## config.mk

```make
export PLATFORM = sky130hd
export DESIGN_NAME = our_packet_dispatch_flat
export DESIGN_NICKNAME = d
export VERILOG_FILES = /design/src/rtl/our_packet_dispatch_pkg.sv /design/src/rtl/our_packet_dispatch_if.sv /design/src/rtl/our_sat_counter.sv /design/src/rtl/our_packet_dispatch.sv /design/src/flat_wrapper.sv
export SDC_FILE = /design/constraint.sdc
export NUM_CORES = 1
export LEC_CHECK = 0
export ABC_AREA = 1
export BUFFER_PORTS_ARGS = -buffer_cell sky130_fd_sc_hd__buf_2
export CAP_MARGIN = 30
export CORE_MARGIN = 2
export CORE_UTILIZATION = 35
export CTS_CLUSTER_DIAMETER = 200
export CTS_CLUSTER_SIZE = 28
export DETAILED_ROUTE_END_ITERATION = 7
export GPL_TIMING_DRIVEN = 0
export SLEW_MARGIN = 5
export SYNTH_ARGS = -nofsm -noshare
export SYNTH_HDL_FRONTEND = slang
export SYNTH_SLANG_ARGS = --single-unit
```

## constraint.sdc

```tcl
create_clock -name clock -period 5.8 [get_ports clock]
set_clock_uncertainty 0.15 [all_clocks]
set_input_delay 0.58 -clock clock [delete_from_list [all_inputs] [get_ports clock]]
set_output_delay 0.58 -clock clock [all_outputs]
set_load 0.01 [all_outputs]
```

## src/rtl/our_packet_dispatch_pkg.sv

```systemverilog
// Shared constants and state encoding for the packet dispatcher, TWO parser and TX framer.
// Header byte positions are fixed by the frame layout: DA 0-5, SA 6-11, EtherType 12-13, type 14.
package our_packet_dispatch_pkg;

  localparam logic [15:0] OPD_ETHERTYPE = 16'h88B5;
  localparam logic [7:0]  OPD_TYPE_ONE  = 8'h01;
  localparam logic [7:0]  OPD_TYPE_TWO  = 8'h02;
  localparam logic [47:0] OPD_BCAST_MAC = 48'hFFFF_FFFF_FFFF;
  localparam int          OPD_ONE_LEN   = 524;

  typedef enum logic [2:0] {
    IDLE     = 3'd0,
    HDR      = 3'd1,
    PASS_ONE = 3'd2,
    PASS_TWO = 3'd3,
    DROP     = 3'd4
  } dispatch_state_t;

  // MAC addresses go on the wire MSB byte first.
  function automatic logic [7:0] mac_byte(input logic [47:0] mac, input logic [2:0] i);
    case (i)
      3'd0:    mac_byte = mac[47:40];
      3'd1:    mac_byte = mac[39:32];
      3'd2:    mac_byte = mac[31:24];
      3'd3:    mac_byte = mac[23:16];
      3'd4:    mac_byte = mac[15:8];
      3'd5:    mac_byte = mac[7:0];
      default: mac_byte = 8'h00;
    endcase
  endfunction

endpackage

```

## src/rtl/our_packet_dispatch_if.sv

```systemverilog
// Receive byte stream into the dispatcher and the shared payload stream out of it.
interface our_packet_dispatch_if;
  logic [7:0] rx_data;
  logic       rx_dv;
  logic [7:0] data_out;
  logic       ena_one;
  logic       ena_two;

  modport master (output rx_data, rx_dv, input data_out, ena_one, ena_two);
  modport slave  (input rx_data, rx_dv, output data_out, ena_one, ena_two);
endinterface

```

## src/rtl/our_sat_counter.sv

```systemverilog
// Event counter that sticks at all-ones instead of wrapping.
module our_sat_counter #(
  parameter int DATA_W = 16
) (
  input  logic              clock,
  input  logic              aclr,
  input  logic              inc,
  output logic [DATA_W-1:0] count
);

  logic [DATA_W-1:0] count_q;

  always_ff @(posedge clock or posedge aclr) begin
    if (aclr) begin
      count_q <= '0;
    end else if (inc && (count_q != {DATA_W{1'b1}})) begin
      count_q <= count_q + DATA_W'(1);
    end
  end

  assign count = count_q;

endmodule

```

## src/rtl/our_packet_dispatch.sv

```systemverilog
// Parses the 16-byte Ethernet/type header on the fly and steers the payload to the
// ONE or TWO consumer with one cycle of latency; everything else is counted and dropped.
module our_packet_dispatch
  import our_packet_dispatch_pkg::*;
#(
  parameter logic [47:0] LOCAL_MAC = 48'h02_00_00_00_00_01,
  parameter logic [15:0] ETHERTYPE = OPD_ETHERTYPE,
  parameter logic [7:0]  TYPE_ONE  = OPD_TYPE_ONE,
  parameter logic [7:0]  TYPE_TWO  = OPD_TYPE_TWO,
  parameter int          ONE_LEN   = OPD_ONE_LEN
) (
  input  logic                 clock,
  input  logic                 aclr,
  our_packet_dispatch_if.slave pkt,
  output logic [47:0]          src_mac,
  output logic                 short_err,
  output logic [15:0]          cnt_one,
  output logic [15:0]          cnt_drop
);

  localparam logic [9:0] ONE_LEN_W = 10'(ONE_LEN);
  localparam logic [9:0] PAY_MAX   = 10'd1023;

  dispatch_state_t state, state_d;

  logic [4:0]  idx;
  logic [4:0]  byte_idx;
  logic        hdr_first;
  logic        hdr_byte;
  logic        dst_local_ok;
  logic        dst_bcast_ok;
  logic        etype_ok;
  logic [7:0]  type_q;
  logic [47:0] src_shift;
  logic        armed;
  logic [9:0]  pay_cnt;

  logic ena_one_p0;
  logic ena_two_p0;
  logic short_p0;
  logic hdr_done;
  logic take_src;
  logic inc_one;
  logic inc_drop;

  assign hdr_first = (state == IDLE);
  assign hdr_byte  = pkt.rx_dv && ((hdr_first && armed) || (state == HDR));
  assign byte_idx  = hdr_first ? 5'd0 : idx;

  // Header capture: byte 0 arrives while still in IDLE, so compares start there.
  always_ff @(posedge clock or posedge aclr) begin
    if (aclr) begin
      idx          <= '0;
      dst_local_ok <= 1'b0;
      dst_bcast_ok <= 1'b0;
      etype_ok     <= 1'b0;
      type_q       <= '0;
      src_shift    <= '0;
    end else if (hdr_byte) begin
      idx <= byte_idx + 5'd1;
      if (byte_idx < 5'd6) begin
        dst_local_ok <= (hdr_first | dst_local_ok) &
                        (pkt.rx_data == mac_byte(LOCAL_MAC, byte_idx[2:0]));
        dst_bcast_ok <= (hdr_first | dst_bcast_ok) &
                        (pkt.rx_data == mac_byte(OPD_BCAST_MAC, byte_idx[2:0]));
      end
      if ((byte_idx >= 5'd6) && (byte_idx < 5'd12)) begin
        src_shift <= {src_shift[39:0], pkt.rx_data};
      end
      if (byte_idx == 5'd12) begin
        etype_ok <= (pkt.rx_data == ETHERTYPE[15:8]);
      end
      if (byte_idx == 5'd13) begin
        etype_ok <= etype_ok & (pkt.rx_data == ETHERTYPE[7:0]);
      end
      if (byte_idx == 5'd14) begin
        type_q <= pkt.rx_data;
      end
    end
  end

  // A frame already in flight at reset release must not be mistaken for a new one.
  always_ff @(posedge clock or posedge aclr) begin
    if (aclr) begin
      armed   <= 1'b0;
      pay_cnt <= '0;
    end else begin
      if (!pkt.rx_dv) begin
        armed <= 1'b1;
      end
      if (state == HDR) begin
        pay_cnt <= '0;
      end else if ((state == PASS_ONE) && pkt.rx_dv && (pay_cnt != PAY_MAX)) begin
        pay_cnt <= pay_cnt + 10'd1;
      end
    end
  end

  always_ff @(posedge clock or posedge aclr) begin
    if (aclr) begin
      state <= IDLE;
    end else begin
      state <= state_d;
    end
  end

  always_comb begin
    state_d = state;
    case (state)
      IDLE: begin
        if (pkt.rx_dv && armed) state_d = HDR;
      end
      HDR: begin
        if (!pkt.rx_dv) begin
          state_d = IDLE;
        end else if (idx == 5'd15) begin
          if ((dst_local_ok || dst_bcast_ok) && etype_ok && (type_q == TYPE_ONE)) begin
            state_d = PASS_ONE;
          end else if ((dst_local_ok || dst_bcast_ok) && etype_ok && (type_q == TYPE_TWO)) begin
            state_d = PASS_TWO;
          end else begin
            state_d = DROP;
          end
        end
      end
      PASS_ONE, PASS_TWO, DROP: begin
        if (!pkt.rx_dv) state_d = IDLE;
      end
      default: state_d = IDLE;
    endcase
  end

  always_comb begin
    ena_one_p0 = (state == PASS_ONE) && pkt.rx_dv;
    ena_two_p0 = (state == PASS_TWO) && pkt.rx_dv;
    short_p0   = (state == PASS_ONE) && !pkt.rx_dv && (pay_cnt < ONE_LEN_W);
    hdr_done   = (state == HDR) && pkt.rx_dv && (idx == 5'd15);
    take_src   = hdr_done && ((state_d == PASS_ONE) || (state_d == PASS_TWO));
    inc_one    = hdr_done && (state_d == PASS_ONE);
    inc_drop   = (state == HDR) && ((state_d == DROP) || (state_d == IDLE));
  end

  // Output register stage: payload and enables lag rx by exactly one cycle.
  always_ff @(posedge clock or posedge aclr) begin
    if (aclr) begin
      pkt.data_out <= '0;
      pkt.ena_one  <= 1'b0;
      pkt.ena_two  <= 1'b0;
      src_mac      <= '0;
      short_err    <= 1'b0;
    end else begin
      pkt.ena_one <= ena_one_p0;
      pkt.ena_two <= ena_two_p0;
      short_err   <= short_p0;
      if (ena_one_p0 || ena_two_p0) begin
        pkt.data_out <= pkt.rx_data;
      end
      if (take_src) begin
        src_mac <= src_shift;
      end
    end
  end

  our_sat_counter #(.DATA_W(16)) u_cnt_one (
    .clock (clock),
    .aclr  (aclr),
    .inc   (inc_one),
    .count (cnt_one)
  );

  our_sat_counter #(.DATA_W(16)) u_cnt_drop (
    .clock (clock),
    .aclr  (aclr),
    .inc   (inc_drop),
    .count (cnt_drop)
  );

endmodule

```

## src/flat_wrapper.sv

```systemverilog
// flat-port wrapper written by rule: the top's interface ports become plain ports
module our_packet_dispatch_flat import our_packet_dispatch_pkg::*;
#(
  parameter logic [47:0] LOCAL_MAC = 48'h02_00_00_00_00_01,
  parameter logic [15:0] ETHERTYPE = OPD_ETHERTYPE,
  parameter logic [7:0]  TYPE_ONE  = OPD_TYPE_ONE,
  parameter logic [7:0]  TYPE_TWO  = OPD_TYPE_TWO,
  parameter int          ONE_LEN   = OPD_ONE_LEN
)
  (clock, aclr, src_mac, short_err, cnt_one, cnt_drop, pkt_rx_data, pkt_rx_dv, pkt_data_out, pkt_ena_one, pkt_ena_two);
  our_packet_dispatch_if pkt_i ();
  input  logic clock;
  input  logic aclr;
  output logic [47:0] src_mac;
  output logic short_err;
  output logic [15:0] cnt_one;
  output logic [15:0] cnt_drop;
  input wire logic [$bits(pkt_i.rx_data)-1:0] pkt_rx_data;
  input wire logic [$bits(pkt_i.rx_dv)-1:0] pkt_rx_dv;
  output wire logic [$bits(pkt_i.data_out)-1:0] pkt_data_out;
  output wire logic [$bits(pkt_i.ena_one)-1:0] pkt_ena_one;
  output wire logic [$bits(pkt_i.ena_two)-1:0] pkt_ena_two;
  assign pkt_i.rx_data = pkt_rx_data;
  assign pkt_i.rx_dv = pkt_rx_dv;
  assign pkt_data_out = pkt_i.data_out;
  assign pkt_ena_one = pkt_i.ena_one;
  assign pkt_ena_two = pkt_i.ena_two;
  our_packet_dispatch #(.LOCAL_MAC(LOCAL_MAC), .ETHERTYPE(ETHERTYPE), .TYPE_ONE(TYPE_ONE), .TYPE_TWO(TYPE_TWO), .ONE_LEN(ONE_LEN)) u_core (.clock(clock), .aclr(aclr), .pkt(pkt_i), .src_mac(src_mac), .short_err(short_err), .cnt_one(cnt_one), .cnt_drop(cnt_drop));
endmodule
```

==> implementation parameters <==
Parameter                              Value

Status
  Status    completed

CTS
  Clock H-tree levels    4
  Number of buffers added to fix hold violations after cts    0
  Number of buffers on the longest clock path    2
  Clock transition at path regs    70 ps
  Setup Buffers After CTS    0
  Clock net sink count    around 170
  Cell at the root of the clock tree    clkbuf_16
  Clock Latency Late Sink    430 ps
  Resize count post-CTS    0
  Clock buffers created by TritonCTS    17
  Clock tree from TritonCTS    yes

STA
  Highest clock frequency the design can meet    about 420 MHz
  Post-route worst hold slack    27.7 ps
  Minimum clock period    2390 ps
  Post-route worst setup slack    about 3400 ps
  RSZ-0062 raised after global routing    no
  Transition time of the tightest slew-check pin    647 ps
  Final-report hold violation count    0
  Slew margin rel.    56.4%
  Count of endpoints failing setup in the final report    0
  Share of the clock period used by the worst path    roughly two fifths
  Final-report max-slew violation count    0

GRT
  Overflow left after global routing    0
  Via count of the first global-routing pass    6,224
  Largest net degree at the start of global routing    112
  Initial antenna violation count    3
  Wire length of the first global-routing pass    31.8 mm
  All-Layer GR Usage    between 10% and 20%

Route
  Iter 0 DRT Violations    292
  Post-route DRC violation count    0
  Via count    ~6,200
  Total wire length after detailed routing    18.7 mm
  1st-pass router iterations    5
  Vias per cell    roughly 4.7
  Avg WL per Cell    14.0 µm
  Final antenna-violating net count    0

Worst setup path
  Buffering stage count on the worst path with inverters included    3
  Capturing element type of the critical path    flop
  Critical path class    flop to flop
  CP max stage delay    450 ps
  Max FO, Critical Path    10
  Number of cell instances on the worst register-to-register path    9
  Ordered list of cells on the worst path    nor3_4, nand2_4, nor2_8, nand3_4, inv_2, buf_2, nand2_1, o21ai_0, inv_1
  Critical path data arrival time    between 2000 and 3000 ps
  Startpoint class of the critical path    flop
  Worst endpoint required time    5960 ps
  Family with the most delay on the worst path    simple AND/OR/NAND/NOR gates
  Startpoint of the worst-slack reg-to-reg timing path    u_core.state[1]
  Setup slack on the worst flop-to-flop path    around 3400 ps
  Terminus of the critical flop-to-flop path    u_core.src_mac[27]
  Standard cell with the maximum stage delay on the critical path    dfrtp_1

Cells and area
  Footprint of the multi-input gates    0.00291 mm²
  Final-layout fill cell count    approximately 2,200
  Share of layout cells above drive strength 1    16.6%
  Total number of nets in the final design    approximately 1,100
  Area added between synthesis and finish    19.0%
  Total non-filler cell area in the finished layout    0.00930 mm²
  Area used by sequential logic in the layout    0.00423 mm²

Hold path
  Worst min path class    primary input to asynchronous set/reset pin

Yosys
  Count of flip-flops with a built-in enable after synthesis    0
  Mapped Avg Cell Area    8.49 µm²
  Leading register cell type out of synthesis    dfrtp_1
  Syn Nets    940
  Flops & latches, synth    169
  Portion of synthesized cell area occupied by the leading cell type    a little over half
  Biggest area consumer among synthesized cells    dfrtp_1
  Distinct cell type count of the synthesized netlist    39
  Cell types with the highest counts after synthesis    nand2_1, dfrtp_1, inv_1, o21ai_0, nor2_1
  Synthesized cell area    slightly below 0.008 mm²
  Sequential-to-total area share from yosys stat    54.1%
  Post-synthesis instance total    921
  Share of synthesized flip-flops with an asynchronous set or reset    100%
  Most area-consuming cells after synthesis    dfrtp_1, nand2_1, o21ai_0
  Synth warn    0
  Count leader, synth    nand2_1

Place
  Port buffer count    101
  Half-perimeter wire length after detailed placement    13.4 mm
  Area of placed instances    0.00871 mm²
  Routability Congestion    0.869
  Pre-CTS setup slack    3350 ps

Floorplanning
  Standard-cell rows    54
  Placeable core area    approximately 0.022 mm²
  I/O pin count    102
  Die outline height    153 µm
  Horizontal die dimension    153 µm
  Starting density of the core    a little over a third
  Floorplan die area    0.0235 mm²

Power and ir drop
  Static Leakage    0.00503 µW
  Power density cells    380 mW/mm²
  Worst VDD drop    0.000189 V

Flow run
  Reported max-cap violation count    0
[report_power, final]
| group | internal (µW) | leakage [µW] | switching [µW] |
|---|---|---|---|
| logic | 275 | 0.00249 | 457 |
| registers | 1450 | 0.00226 | 197 |
| clock network | 648 | 0.000283 | 506 |
| total | 2370 | 0.00503 | 1160 |
[logic make-up after synthesis]
logic type	count (synthesis)	share of synthesized area, %
AND/OR/NAND/NOR	425	24.7
flip-flops	169	54.1
buffers and inverters	166	8.61
AO/OA/AOI/OAI	127	8.39
adder cells (fa/ha/maj)	8	1.28
XOR/XNOR	26	2.91
[layout make-up]
| class | instances | share of cell area (%) |
|---|---|---|
| tap | 280 | 3.77 |
| sequential | 169 | 45.5 |
| timing repair buffer | 102 | 5.73 |
| clock inverter | 13 | 1.67 |
| inverter | 139 | 5.69 |
| antenna | 3 | 0.0807 |
| clock buffer | 19 | 4.65 |
| buffer | 27 | 1.63 |
| multi-input combinational | 586 | 31.3 |
[layer usage]
metal	track usage, %	share of wire (%)	up-vias
met5	0	0	-
met4	5.11	1.7	0
met3	5.10	5.7	21
met2	27.4	47	137
met1	21.5	46	2939
li1	-	-	3138
[metrics by stage]
| stage | utilization (%) | total power [µW] | setup TNS [ps] | cells |
|---|---|---|---|---|
| after CTS | 42.5 | 3580 | 0 | 1335 |
| after global placement | 39.6 | 2390 | -288470 | 1302 |
| after floorplan | - | 2110 | 0 | 921 |
| after detailed placement | 39.8 | 2410 | 0 | 1303 |
| after global routing | 42.5 | 3770 | 0 | 1337 |
| final | 42.5 | 3530 | 0 | 1338 |
[registers in the layout, indices dropped and copies added (netlist names)]
signal and count:
u_core.pkt.data_out 8, u_core.dst_bcast_ok 1, u_core.pkt.ena_one 1, u_core.armed 1, u_core.pkt.ena_two 1, u_core.src_shift 48
u_core.u_cnt_one.count 16, u_core.idx 5, u_core.type_q 8, u_core.u_cnt_drop.count 16, u_core.pay_cnt 10, u_core.src_mac 48
u_core.etype_ok 1, u_core.state 3, u_core.short_err 1, u_core.dst_local_ok 1
[how the worst max path moves through the flow]
stage               startpoint                         end  slack [ps]  cells past startpoint
3_5_place_dp   u_core.state[1]          u_core.src_mac[36]        3350                      9
4_1_cts        u_core.state[1]          u_core.src_mac[36]        3330                      9
2_1_floorplan             aclr                u_core.armed         490                      1
6_report       u_core.state[1]          u_core.src_mac[27]        3410                      9
5_1_grt        u_core.state[1]          u_core.src_mac[32]        3140                      9
3_3_place_gp              aclr  u_core.u_cnt_one.count[11]       -1720                      2
[placed cells by master, fill, tap and decap left out, types with 2 or more instances in the layout]
cell type	count
a21oi_1	6
buf_2	112
buf_4	4
buf_6	2
bufinv_16	2
clkbuf_1	7
clkbuf_16	17
clkbuf_2	5
clkinvlp_4	2
dfrtp_1	169
diode_2	3
ha_1	8
inv_1	132
inv_2	5
inv_6	5
inv_8	3
nand2_1	253
nand2_2	2
nand3_1	35
nand3_2	2
nand3_4	2
nand3b_1	5
nand4_1	19
nor2_1	48
nor3_1	15
nor4_1	5
o21ai_0	102
o21ai_1	11
o31ai_1	3
or2_1	29
or2_2	4
xnor2_1	7
xor2_1	19
(Power assumes the default switching activity.)
